[src/rtl/ub_burst_arbiter.sv]
// Round-robin burst arbiter for the single-port unified buffer; one whole burst per grant, one beat per cycle.
// Define UB_ARB_FIXED_PRIO_EN to replace round-robin with fixed priority (highest index wins).
module ub_burst_arbiter #(
    parameter int NREQ   = 4,
    parameter int ADDR_W = 13,
    parameter int DATA_W = 16,
    parameter int LEN_W  = 4
) (
    input  logic                     clk,
    input  logic                     reset,
    input  logic [NREQ-1:0]          req,
    input  logic [NREQ*ADDR_W-1:0]   req_addr,
    input  logic [NREQ*LEN_W-1:0]    req_len,
    input  logic [NREQ-1:0]          req_we,
    input  logic [NREQ*DATA_W-1:0]   req_wdata,
    output logic [NREQ-1:0]          gnt,
    output logic [NREQ-1:0]          beat,
    output logic [NREQ-1:0]          done,
    output logic                     busy,
    output logic                     mem_en,
    output logic                     mem_we,
    output logic [ADDR_W-1:0]        mem_addr,
    output logic [DATA_W-1:0]        mem_wdata,
    input  logic [DATA_W-1:0]        mem_rdata,
    output logic [NREQ-1:0]          rd_valid,
    output logic [DATA_W-1:0]        rd_data
);
    localparam int ID_W = (NREQ > 1) ? $clog2(NREQ) : 1;

    typedef enum logic {IDLE, BURST} state_t;

    state_t              state;
    logic [ID_W-1:0]     id;
    logic [ID_W-1:0]     win;
    logic [LEN_W-1:0]    cnt;
    logic [LEN_W-1:0]    len_q;
    logic                we_q;
    logic [ADDR_W-1:0]   base_q;
    logic                rd_pend;
    logic [ID_W-1:0]     rd_id;
    logic [NREQ-1:0]     own;

`ifdef UB_ARB_FIXED_PRIO_EN
    always_comb begin
        win = '0;
        for (int k = 0; k < NREQ; k++) begin
            if (req[k]) win = ID_W'(k);
        end
    end
`else
    logic [ID_W-1:0]     ptr;
    logic [ID_W-1:0]     rr_idx;

    // Scan from the far end back toward ptr so the last hit is the first requester at or after ptr.
    always_comb begin
        win    = '0;
        rr_idx = '0;
        for (int k = NREQ - 1; k >= 0; k--) begin
            rr_idx = ID_W'((int'(ptr) + k) % NREQ);
            if (req[rr_idx]) win = rr_idx;
        end
    end

    always_ff @(posedge clk) begin
        if (!reset) begin
            ptr <= '0;
        end else if (state == IDLE && |req) begin
            ptr <= ID_W'((int'(win) + 1) % NREQ);
        end
    end
`endif

    always_ff @(posedge clk) begin
        if (!reset) begin
            state   <= IDLE;
            id      <= '0;
            cnt     <= '0;
            len_q   <= '0;
            we_q    <= 1'b0;
            base_q  <= '0;
            rd_pend <= 1'b0;
            rd_id   <= '0;
        end else begin
            // Read data arrives from the macro one cycle after the access; tag it with the owner.
            rd_pend <= (state == BURST) && !we_q;
            rd_id   <= id;
            case (state)
                IDLE: begin
                    if (|req) begin
                        id     <= win;
                        base_q <= req_addr[win*ADDR_W +: ADDR_W];
                        len_q  <= req_len[win*LEN_W +: LEN_W];
                        we_q   <= req_we[win];
                        cnt    <= '0;
                        state  <= BURST;
                    end
                end
                BURST: begin
                    if (cnt == len_q) begin
                        cnt   <= '0;
                        state <= IDLE;
                    end else begin
                        cnt <= cnt + 1'b1;
                    end
                end
                default: state <= IDLE;
            endcase
        end
    end

    assign busy      = (state == BURST);
    assign own       = busy ? (NREQ'(1) << id) : '0;
    assign gnt       = own;
    assign beat      = own;
    assign done      = (cnt == len_q) ? own : '0;
    assign mem_en    = busy;
    assign mem_we    = busy & we_q;
    assign mem_addr  = busy ? (base_q + ADDR_W'(cnt)) : '0;
    assign mem_wdata = busy ? req_wdata[id*DATA_W +: DATA_W] : '0;
    assign rd_valid  = rd_pend ? (NREQ'(1) << rd_id) : '0;
    assign rd_data   = rd_pend ? mem_rdata : '0;

endmodule

[config.mk]
export PLATFORM = sky130hd
export DESIGN_NAME = ub_burst_arbiter
export DESIGN_NICKNAME = d
export VERILOG_FILES = /design/src/rtl/ub_burst_arbiter.sv
export SDC_FILE = /design/constraint.sdc
export NUM_CORES = 1
export LEC_CHECK = 0
export CORE_ASPECT_RATIO = 1.2
export CORE_MARGIN = 2
export CORE_UTILIZATION = 31
export CTS_BUF_LIST = sky130_fd_sc_hd__clkbuf_4 sky130_fd_sc_hd__clkbuf_8
export DETAILED_ROUTE_END_ITERATION = 8
export GPL_TIMING_DRIVEN = 0
export PLACE_DENSITY = 0.79
export SLEW_MARGIN = 20
export SYNTH_ARGS = -nofsm -noshare
export SYNTH_HDL_FRONTEND = slang
export SYNTH_SLANG_ARGS = --single-unit
[constraint.sdc]
create_clock -name clk -period 1.9 [get_ports clk]
set_input_delay 0.19 -clock clk [delete_from_list [all_inputs] [get_ports clk]]
set_output_delay 0.19 -clock clk [all_outputs]
set_load 0.02 [all_outputs]
==> key figures <==
Synth
  • Post-synth ARST share: 0%
  • Flops & latches, synth: 30
  • Post-synthesis sequential area ratio: 20.92%
  • Synthesized instance count: 298
  • Post-synthesis cell area: 2870 sq um
  • Avg Inst Size Synth: 9.632 sq um
  • Synth top area cells: dfxtp_1, mux2i_1, mux4_2
  • Main flop type after synthesis: dfxtp_1
  • Post-Syn Nets: 462
  • Synth top area share: 20.92%
  • Adder-cell share of the synthesized area: 2.877%
  • Post-Synth Simple-Gate Area: 25.07%
  • Top cell type by total area after synthesis: dfxtp_1
  • YS warnings: 0
  • Largest family of logic cells by synthesized area: multiplexers
  • Post-synth EDFFs: 0
  • XOR/XNOR Fraction of Synth Area: 2.746%
  • Synth Area in Compound Gates: 14.47%
  • Count of different cell masters after synthesis: 50
  • Post-synthesis mux area share: 25.81%

Routing
  • Post-Route WL: 11.61 mm
  • DR pass1 iterations: 4
  • Vias: 3308
  • Routed len/inst: 17.43 um
  • Via-to-Cell Ratio: 4.967
  • Detailed router's first-iteration violation count: 99
  • DRC Markers: 0
  • Post-DRT Antenna Nets: 0

Die
  • Ports: 222
  • Die Height: 109.4 um
  • Die W: 91.84 um
  • Placeable Area: 9034 sq um
  • Number of cell rows: 38
  • Initial Util: 31.77%
  • Die ar.: 10050 sq um

Global route
  • Vias in the first global route: 3257
  • Pin count of the biggest net entering global routing: 18
  • Total global-route track usage: 21.44%
  • Global-route wire length before repair: 16.93 mm
  • Initial antenna violation count: 3
  • Global route overflow: 0

Clock tree
  • CTS H-tree lvls: 2
  • Reg clk slew, reported paths: 0.06 ns
  • Clock sinks: 30
  • TritonCTS buffer count: 5
  • Clk_lat worst skew: 0.27 ns
  • Clock root cell: clkbuf_8
  • CTS tree: done
  • CTS max path bufs: 2
  • CTS Hold Bufs: 0

Setup path
  • Crit Path Class: reg2out
  • CP max FO: 6
  • Critical Path RT: 1.71 ns
  • CP Capture Type: output port
  • R2R depth: 8
  • Worst path arrival time: 2.07 ns
  • Crit start category: flip-flop

Final layout
  • Area delta synth->final: 100.4%
  • Fill cells: 734
  • NumNets Final: 709
  • Storage cell area: 615.6 sq um
  • Area of the multi-input gates: 2257 sq um
  • Ratio of cells with drive above 1 in the final layout: 31.19%

Run status
  • Status: complete, but fails checks
  • Failing checks: negative setup slack

Power and ir drop
  • Max VDD drop: 0.4427 mV
  • P_leak: 2.258 nW
  • Sequential share of power: 26.7%
  • Internal: 2.064 mW
  • Switching Power: 1.178 mW
  • Sw Share: 36.34%
  • Clock Power Share: 14.6%
  • PwrDens: 563.6 nW/um^2
  • Combinational Power Share: 58.7%

STA
  • Clk_skew: 0.005166 ns
  • Final Setup Violations: 11
  • Final worst-path cycle share: 118.9%
  • PnR worst setup slack: -0.3599 ns
  • Actual slew at the worst max-slew pin: 0.3894 ns
  • RSZ-0062 raised after global routing: yes
  • Setup TNS: -2.800 ns
  • Final hold vios: 0
  • Max-slew headroom: 73.82%
  • Max Slew Vio Count: 0
  • F_max: 442.5 MHz
  • Post-layout minimum cycle time: 2.260 ns

Worst hold path
  • Worst Hold Class: reg2reg
  • Hold path depth: 2

Placement
  • I/O Buffers: 221
  • Post-detail-place hpwl: 9.300 mm
  • Gp weighted congestion: 0.8452
  • Place WS: -0.7896 ns

Run
  • Max-cap check violation count: 0
-- through the flow --
stage          hold WS (ns)  cells  util [%]  total power [mW]  cell area (sq um)
2_1_floorplan        0.3540    298         -             1.826               2924
3_3_place_gp         0.4642    639     58.52             2.578               5286
3_5_place_dp         0.4742    639     58.52             2.604               5286
4_1_cts              0.4968    658     62.06             3.180               5607
5_1_grt              0.5067    665     63.64             3.429               5749
6_report             0.4945    666     63.67             3.242               5752
-- synthesized netlist by cell type (3+ instances only) --
cell type   n
a21o_1      3
a21oi_1    13
and2_1     40
and3_1      3
buf_12      3
buf_2       3
buf_4       6
buf_6       3
clkbuf_1    9
dfxtp_1    30
ha_1        5
inv_1       4
mux2i_1    38
mux4_2     16
nand2_1    32
nand3_1     3
nor2_1      9
nor2b_1     3
nor3_1      3
nor3b_1     6
o21ai_0     7
o221ai_1    8
o221ai_2   10
or3_1       5
xnor2_1     8
-- cell usage in the layout (no fill, tap or decap), drive strengths merged, types with 5 or more instances in the layout --
master         count
clkdlybuf4s50    178
buf               66
and2              40
mux2i             38
nand2             32
dfxtp             30
o221ai            18
mux4              16
clkbuf            16
a21oi             14
nor2              11
xnor2              8
nor3b              7
o21ai              7
clkdlybuf4s15      6
or3                5
ha                 5
-- path summary, 6_finish.rpt --
kind,to,slack [ns],startpoint
max,mem_addr[6],-0.36,cnt[0]
min,base_q[3],0.49,base_q[3]
max reg2reg,cnt[2],0.15,cnt[1]
min reg2reg,base_q[3],0.49,base_q[3]
-- logic make-up after synthesis --
kind of cell,count (synthesis)
DFF,30
muxes,54
and+or+nand+nor,120
AOI/OAI and AO/OA,49
xor gates and xnor gates,9
buffers and inverters,30
adders and majority gates,6
-- sequential cells by signal, summed over array words and instances (netlist names) --
signal / cells
we_q: 1
rd_id: 2
ptr: 2
busy: 1
rd_pend: 1
base_q: 13
id: 2
cnt: 4
len_q: 4
-- critical path, stage by stage, from the launching register on --
cell     delay, ns
dfxtp_4       0.35
ha_4          0.16
fa_2          0.34
a21o_1        0.19
a21oi_4       0.25
buf_4         0.16
o21ai_2       0.05
a21oi_2       0.16
buf_6         0.13
-- power groups by stage --
stage               Clock, mW  Combinational (mW)  Sequential, mW
finish                  0.473                1.90           0.864
global route            0.514                2.04           0.874
CTS                     0.478                1.85           0.850
detailed placement          0                1.76           0.848
global placement            0                1.74           0.842
floorplan                   0                1.01           0.817
-- per-layer routing --
layer / routed length, um / GRT usage [%] / vias to the layer above
met2: 6475 / 43.43 / 157
met1: 3940 / 21.72 / 1540
met3: 1001 / 6.648 / 17
met4: 180 / 3.518 / 2
li1: - / - / 1592
met5: 13 / 0 / -
-- layout make-up --
type,count,area share (%)
Antenna cell,1,0.04351
Buffer,24,4.568
Clock buffer,5,1.196
Clock inverter,2,0.1740
Inverter,4,0.2610
Multi-Input combinational cell,238,39.24
Sequential cell,30,10.70
Tap cell,120,2.610
Timing Repair Buffer,242,41.20
-- repair_timing --
action | CTS | global route
endpoints found under the setup margin | 43 | 60
cloned | 2 | 0
setup buffers | 13 | 10
pin swaps | 20 | 21
gates resized for setup | 214 | 59
Note: power is estimated with default switching activity, not from simulation.
